--- src/rtl/register_file_mp.sv ---
// Parametrised multi-port register file with two write ports, optional
// write-to-read bypass, optional hardwired zero register and a pending bit per register.
module register_file_mp #(
    parameter int DATA_W   = 16,
    parameter int ADDR_W   = 4,
    parameter int ZERO_REG = 1,
    parameter int BYPASS   = 1
) (
    input  logic              clk,
    input  logic              rst,
    input  logic [ADDR_W-1:0] SrcReg1,
    input  logic [ADDR_W-1:0] SrcReg2,
    output logic [DATA_W-1:0] SrcData1,
    output logic [DATA_W-1:0] SrcData2,
    output logic              Busy1,
    output logic              Busy2,
    input  logic [ADDR_W-1:0] DstReg,
    input  logic              WriteReg,
    input  logic [DATA_W-1:0] DstData,
    input  logic [ADDR_W-1:0] DstReg2,
    input  logic              WriteReg2,
    input  logic [DATA_W-1:0] DstData2,
    input  logic [ADDR_W-1:0] IssueReg,
    input  logic              IssueValid
);

    localparam int DEPTH = 2 ** ADDR_W;

    logic [DATA_W-1:0] regs_r [DEPTH];
    logic [DEPTH-1:0]  pend_r;
    logic [DEPTH-1:0]  wr_a_s;
    logic [DEPTH-1:0]  wr_b_s;
    logic [DEPTH-1:0]  iss_s;
    logic [ADDR_W-1:0] src_s [2];

    assign src_s[0] = SrcReg1;
    assign src_s[1] = SrcReg2;

    // One-hot decode of write and issue targets; register 0 is masked when hardwired.
    always_comb begin
        for (int r = 0; r < DEPTH; r++) begin
            wr_a_s[r] = ((ZERO_REG == 0) || (r != 0)) && WriteReg   && (DstReg   == ADDR_W'(r));
            wr_b_s[r] = ((ZERO_REG == 0) || (r != 0)) && WriteReg2  && (DstReg2  == ADDR_W'(r));
            iss_s[r]  = ((ZERO_REG == 0) || (r != 0)) && IssueValid && (IssueReg == ADDR_W'(r));
        end
    end

    // Register contents and pending bits; port A beats port B, issue beats completion.
    always_ff @(posedge clk or posedge rst) begin
        if (rst) begin
            for (int r = 0; r < DEPTH; r++) begin
                regs_r[r] <= {DATA_W{1'b0}};
            end
            pend_r <= {DEPTH{1'b0}};
        end else begin
            for (int r = 0; r < DEPTH; r++) begin
                if (wr_a_s[r]) begin
                    regs_r[r] <= DstData;
                end else if (wr_b_s[r]) begin
                    regs_r[r] <= DstData2;
                end
                if (iss_s[r]) begin
                    pend_r[r] <= 1'b1;
                end else if (wr_a_s[r] || wr_b_s[r]) begin
                    pend_r[r] <= 1'b0;
                end
            end
        end
    end

    for (genvar p = 0; p < 2; p++) begin : g_rd
        logic              hit_a_s;
        logic              hit_b_s;
        logic              zero_s;
        logic [DATA_W-1:0] data_s;
        logic              busy_s;

        // Read mux: reset and the zero register dominate, then bypass, then storage.
        always_comb begin
            hit_a_s = (BYPASS != 0) && WriteReg  && (DstReg  == src_s[p]);
            hit_b_s = (BYPASS != 0) && WriteReg2 && (DstReg2 == src_s[p]);
            zero_s  = (ZERO_REG != 0) && (src_s[p] == {ADDR_W{1'b0}});
            if (rst || zero_s) begin
                data_s = {DATA_W{1'b0}};
                busy_s = 1'b0;
            end else if (hit_a_s) begin
                data_s = DstData;
                busy_s = 1'b0;
            end else if (hit_b_s) begin
                data_s = DstData2;
                busy_s = 1'b0;
            end else begin
                data_s = regs_r[src_s[p]];
                busy_s = pend_r[src_s[p]];
            end
        end
    end

    assign SrcData1 = g_rd[0].data_s;
    assign SrcData2 = g_rd[1].data_s;
    assign Busy1    = g_rd[0].busy_s;
    assign Busy2    = g_rd[1].busy_s;

endmodule

--- config.mk ---
export PLATFORM = sky130hd
export DESIGN_NAME = register_file_mp
export DESIGN_NICKNAME = d
export VERILOG_FILES = /design/src/rtl/register_file_mp.sv
export SDC_FILE = /design/constraint.sdc
export NUM_CORES = 1
export LEC_CHECK = 0
export CORE_UTILIZATION = 55
export DETAILED_ROUTE_END_ITERATION = 12
export GPL_ROUTABILITY_DRIVEN = 1
export PLACE_DENSITY = 0.74
export SYNTH_ARGS = -nofsm -noshare
export SYNTH_HDL_FRONTEND = slang
export SYNTH_SLANG_ARGS = --single-unit
--- constraint.sdc ---
create_clock -name clk -period 22.3 [get_ports clk]
set_input_delay 4.46 -clock clk [delete_from_list [all_inputs] [get_ports clk]]
set_output_delay 4.46 -clock clk [all_outputs]
set_load 0.01 [all_outputs]
[Yosys cells after proc, flatten, opt, wreduce, memory -nomap -nowiden]
Index checks and enable logic that the tools add are counted.
Operators by class
  equality and inequality tests: 49
  reduce and logical (&&, ||, !) cells: 98
  multiplexer cells: 82
  bitwise operators: 2
  $lt $le $gt $ge: 4
Operator list (count)
  $mux 16: 40
  $bmux 16 s4: 2
  $eq 4x4->1 const B: 24
  $reduce_bool 2->1: 30
  $logic_and 1x1->1: 49
  $eq 4x3->1 const B: 12
  $mux 1: 38
  $eq 4x2->1 const B: 6
  $logic_or 1x1->1: 17
  $eq 4x4->1: 4
  $eq 4x1->1 const B: 3
  $ge 5x5->1 const B: 2
  $lt 4x5->1 const B: 2
  $not 4->5: 2
  $bmux 1 s4: 2
  $logic_not 4->1: 2
Word-level totals
  flip-flop bits (word level): 255
  logic and storage cells: 265

[Depth between registers and ports, before layout]
  word-level depth: 7
  depth in mapped cells: 8
  mapped depth without buffers: 5

[Worst setup path after synthesis]
No wires, ideal clock.
  kind: input-to-output
  start point: input DstReg[2]
  end point: output SrcData2[14]
  slack: 11928 ps
  stages on the path: 8
  path buffers: 3
  data required time: 17840 ps
  data arrival time: 5912 ps
  cell sequence: buf_2 -> xor2_1 -> nor3_1 -> and3_1 -> buf_2 -> buf_2 -> nor3_1 -> a311oi_1
On the way
  longest elaborated chain between the ends: 4
RTL lines
  from (decl): line 17  | input logic [ADDR_W-1:0] DstReg,
  $eq 4x4->1: line 80  | hit_a_s = (BYPASS != 0) && WriteReg && (DstReg == src_s[p]);
  $logic_and 1x1->1: line 80
  $mux 16: line 86  | end else if (hit_a_s) begin
  $mux 16: line 83  | if (rst || zero_s) begin
  to (decl): line 14  | output logic [DATA_W-1:0] SrcData2,
No other way between the ends.

[Final worst setup path]
  start point: input SrcReg2[1]
  end point: output SrcData2[0]
On the way
  longest elaborated chain between the ends: 7
  elaborated cells between the ends (all ways): 13
  classes of those cells: eq/ne (2); mux (6); bitwise (1); reduce/logical (4)
RTL lines
  from (decl): line 12  | input logic [ADDR_W-1:0] SrcReg2,
  $not 4->5 (not written as such): line 93  | data_s = regs_r[src_s[p]];
  $bmux 16 s4: line 93
  $mux 16 (not written as such) (2 in series): line 93
  $mux 16: line 89  | end else if (hit_b_s) begin
  $mux 16: line 86
  $mux 16 *: line 83
Mark *: on every way between the ends. The rest lies on a longest branch, timed or not. The select of a mux whose other input is x is not followed.

==> qor.csv <==
metric,value,unit
drt-total-wl,58050,µm
drive_above_1_share,17.58,%
cts_inserted_buffers,29,
fin_setup_tns,0,ns
path_max_fanout,34,
switching_share,31.18,%
synth_warnings,0,
synthArstFlopShare,100.0,%
synthCells,1709,
numPortBuffers,90,
rsz0062_at_grt,false,
antenna_found_initial,2,
pin_count,91,
syn_nets,1766,
p_int,0.001109,W
ys.flop_type,dfrtp_1,
critPathKind,in2out,
place_worst_setup_slack,9.256,ns
initial_core_util,56.09,%
switchingPower,0.0005026,W
vias,14510,
syn_area,17200,µm²
synth.avg_cell_area,10.07,µm²
drt_iter0_markers,2219,
synth_edf_count,0,
combPwrFrac,27.4,%
overflow,0,
critPathRequiredTime,17.84,ns
clkTransAtPathRegs,0.06,ns
num_rows,64,
maxCapViolCount,0,
status,completed,
layout_common_cells,"255 x dfrtp_1, 240 x mux2i_1, 213 x nor2_1",
fin_util,61.36,%
finalCritPeriodShare,59.68,%
cp.arrival,8.85,ns
final_common_cell,dfrtp_1,
critPathLaunchType,input port,
finalHoldViolations,0,
synth_cell_types,41,
ir_drop,69.73,µV
cts_hold_buf,0,
synth.top_cell.area_share,37.09,%
cts_max_level,1,
slew-limit-headroom,12.78,%
yosys-top-cells-area,"dfrtp_1 37%, mux2i_1 14%, mux4_2 14%",
cts_tree,built,
viasPerCell,7.008,
ys_ff_latch,255,
core,30670,µm²
die_y,178.9,µm
grt_max_degree,95,
layout_setup_ws,8.990,ns
fill_cells,2539,
cts.path.max_buffers,3,
grt_pass1_wl,86540,µm
post_cts_resized,0,
cts-root-buf,clkbuf_16,
max_freq,75.13,MHz
grt_usage,36.92,%
clkPwrFrac,30.8,%
pwr_density_cell,85.65,nW/µm²
synth_area_leader_cell,dfrtp_1,
clkLatencyLatePin,0.56,ns
drt_pass1_iterations,5,
ys_seq_area_share,37.09,%
numClockSinks,255,
power.total,0.001612,W
crit_path_end_kind,primary output,
gp_congestion,0.9149,
sequentialPowerShare,41.8,%
grt_pass1_vias,14060,
syn2layout_area_growth,9.397,%
setup_violations,0,
drc_errors,0,
skew,0,ns
dp_hpwl,33820,µm
slew_viol_final,0,
hp-class,reg2reg,
postRouteAntennaNets,0,
tightest_slew,1.305,ns
fin_nets,1709,
chipWidth,178.9,µm
wl_per_cell,28.04,µm
leakagePower,7.489,nW
cts_setup_buffers,0,
dieArea,31990,µm²
fin_crit,13.31,ns
## path summary, 6_finish.rpt
check	from	to	slack (ns)	depth (start not counted)
worst max-delay path	SrcReg2[1]	SrcData2[0]	8.99	8
worst min-delay path	regs_r[207]$_DFFE_PP0P_	regs_r[207]$_DFFE_PP0P_	0.51	2
worst max register to register	regs_r[145]$_DFFE_PP0P_	regs_r[145]$_DFFE_PP0P_	21.46	2
worst min register to register	regs_r[207]$_DFFE_PP0P_	regs_r[207]$_DFFE_PP0P_	0.51	2
max in group asynchronous	rst	pend_r[8]$_DFFE_PP0P_	16.14	3
min in group asynchronous	rst	regs_r[119]$_DFFE_PP0P_	4.57	2
## cell type report
type / instances / area (µm²) / area share [%]
antenna: 2 / 5.005 / 0.02659
tap: 396 / 495.5 / 2.633
clock inverter: 9 / 111.4 / 0.5917
clock buffer: 42 / 874.6 / 4.647
multi-input combinational: 1242 / 9838 / 52.28
inverter: 4 / 22.52 / 0.1197
timing repair buffer: 120 / 1091 / 5.798
sequential: 255 / 6381 / 33.91
## critical path, stage by stage
cell and delay, ns:
buf_2 0.69, buf_4 0.63, xor2_1 0.14, nor3_1 0.16
nand3_1 0.65, and2_1 0.80, a311oi_1 0.63, clkdlybuf4s50_1 0.64
## power groups by stage
stage	Combinational, W	Clock (W)	Sequential, W
2_1_floorplan	0.000332	0	0.000646
3_3_place_gp	0.000422	0	0.000665
3_5_place_dp	0.000434	0	0.000675
4_1_cts	0.000436	0.000497	0.000669
5_1_grt	0.000474	0.000516	0.000685
6_report	0.000442	0.000496	0.000674
## through the flow
stage | hold WS (ns) | instance area (µm²) | cells
floorplan | 0.4604 | 17200 | 1709
global placement | 0.4744 | 17830 | 2017
detailed placement | 0.4882 | 17830 | 2017
CTS | 0.5010 | 18810 | 2068
global route | 0.5299 | 18820 | 2070
finish | 0.5130 | 18820 | 2070
## layer usage
layer / up-vias / wire, µm / track usage (%)
li1: 6103 / - / -
met1: 7049 / 21870 / 49.84
met2: 1133 / 25560 / 54.95
met3: 222 / 7571 / 9.351
met4: 0 / 3051 / 19.17
met5: - / 0 / 0
## synth_stat cells (14+ instances only)
library cell and n:
dfrtp_1 255, mux2i_1 240, nor2_1 213, a21oi_1 178, nand2_1 124, o21ai_0 124
clkbuf_1 111, mux4_2 104, mux2_2 66, buf_2 48, nor3_1 35, a221oi_1 32
buf_4 22, a311oi_2 18, a311oi_1 14, clkbuf_2 14
## logic make-up after synthesis
logic type / after synthesis / synth area share, %
AND/OR/NAND/NOR: 428 / 10.72
multiplexers: 410 / 31.90
AO/OA/AOI/OAI: 388 / 13.55
flip-flops: 255 / 37.09
buffers and inverters: 212 / 5.920
XOR/XNOR: 16 / 0.8146
## sequential cells by signal (all words and copies together), names as in the netlist
register	flops
regs_r	240
pend_r	15
(Power assumes the default switching activity.)
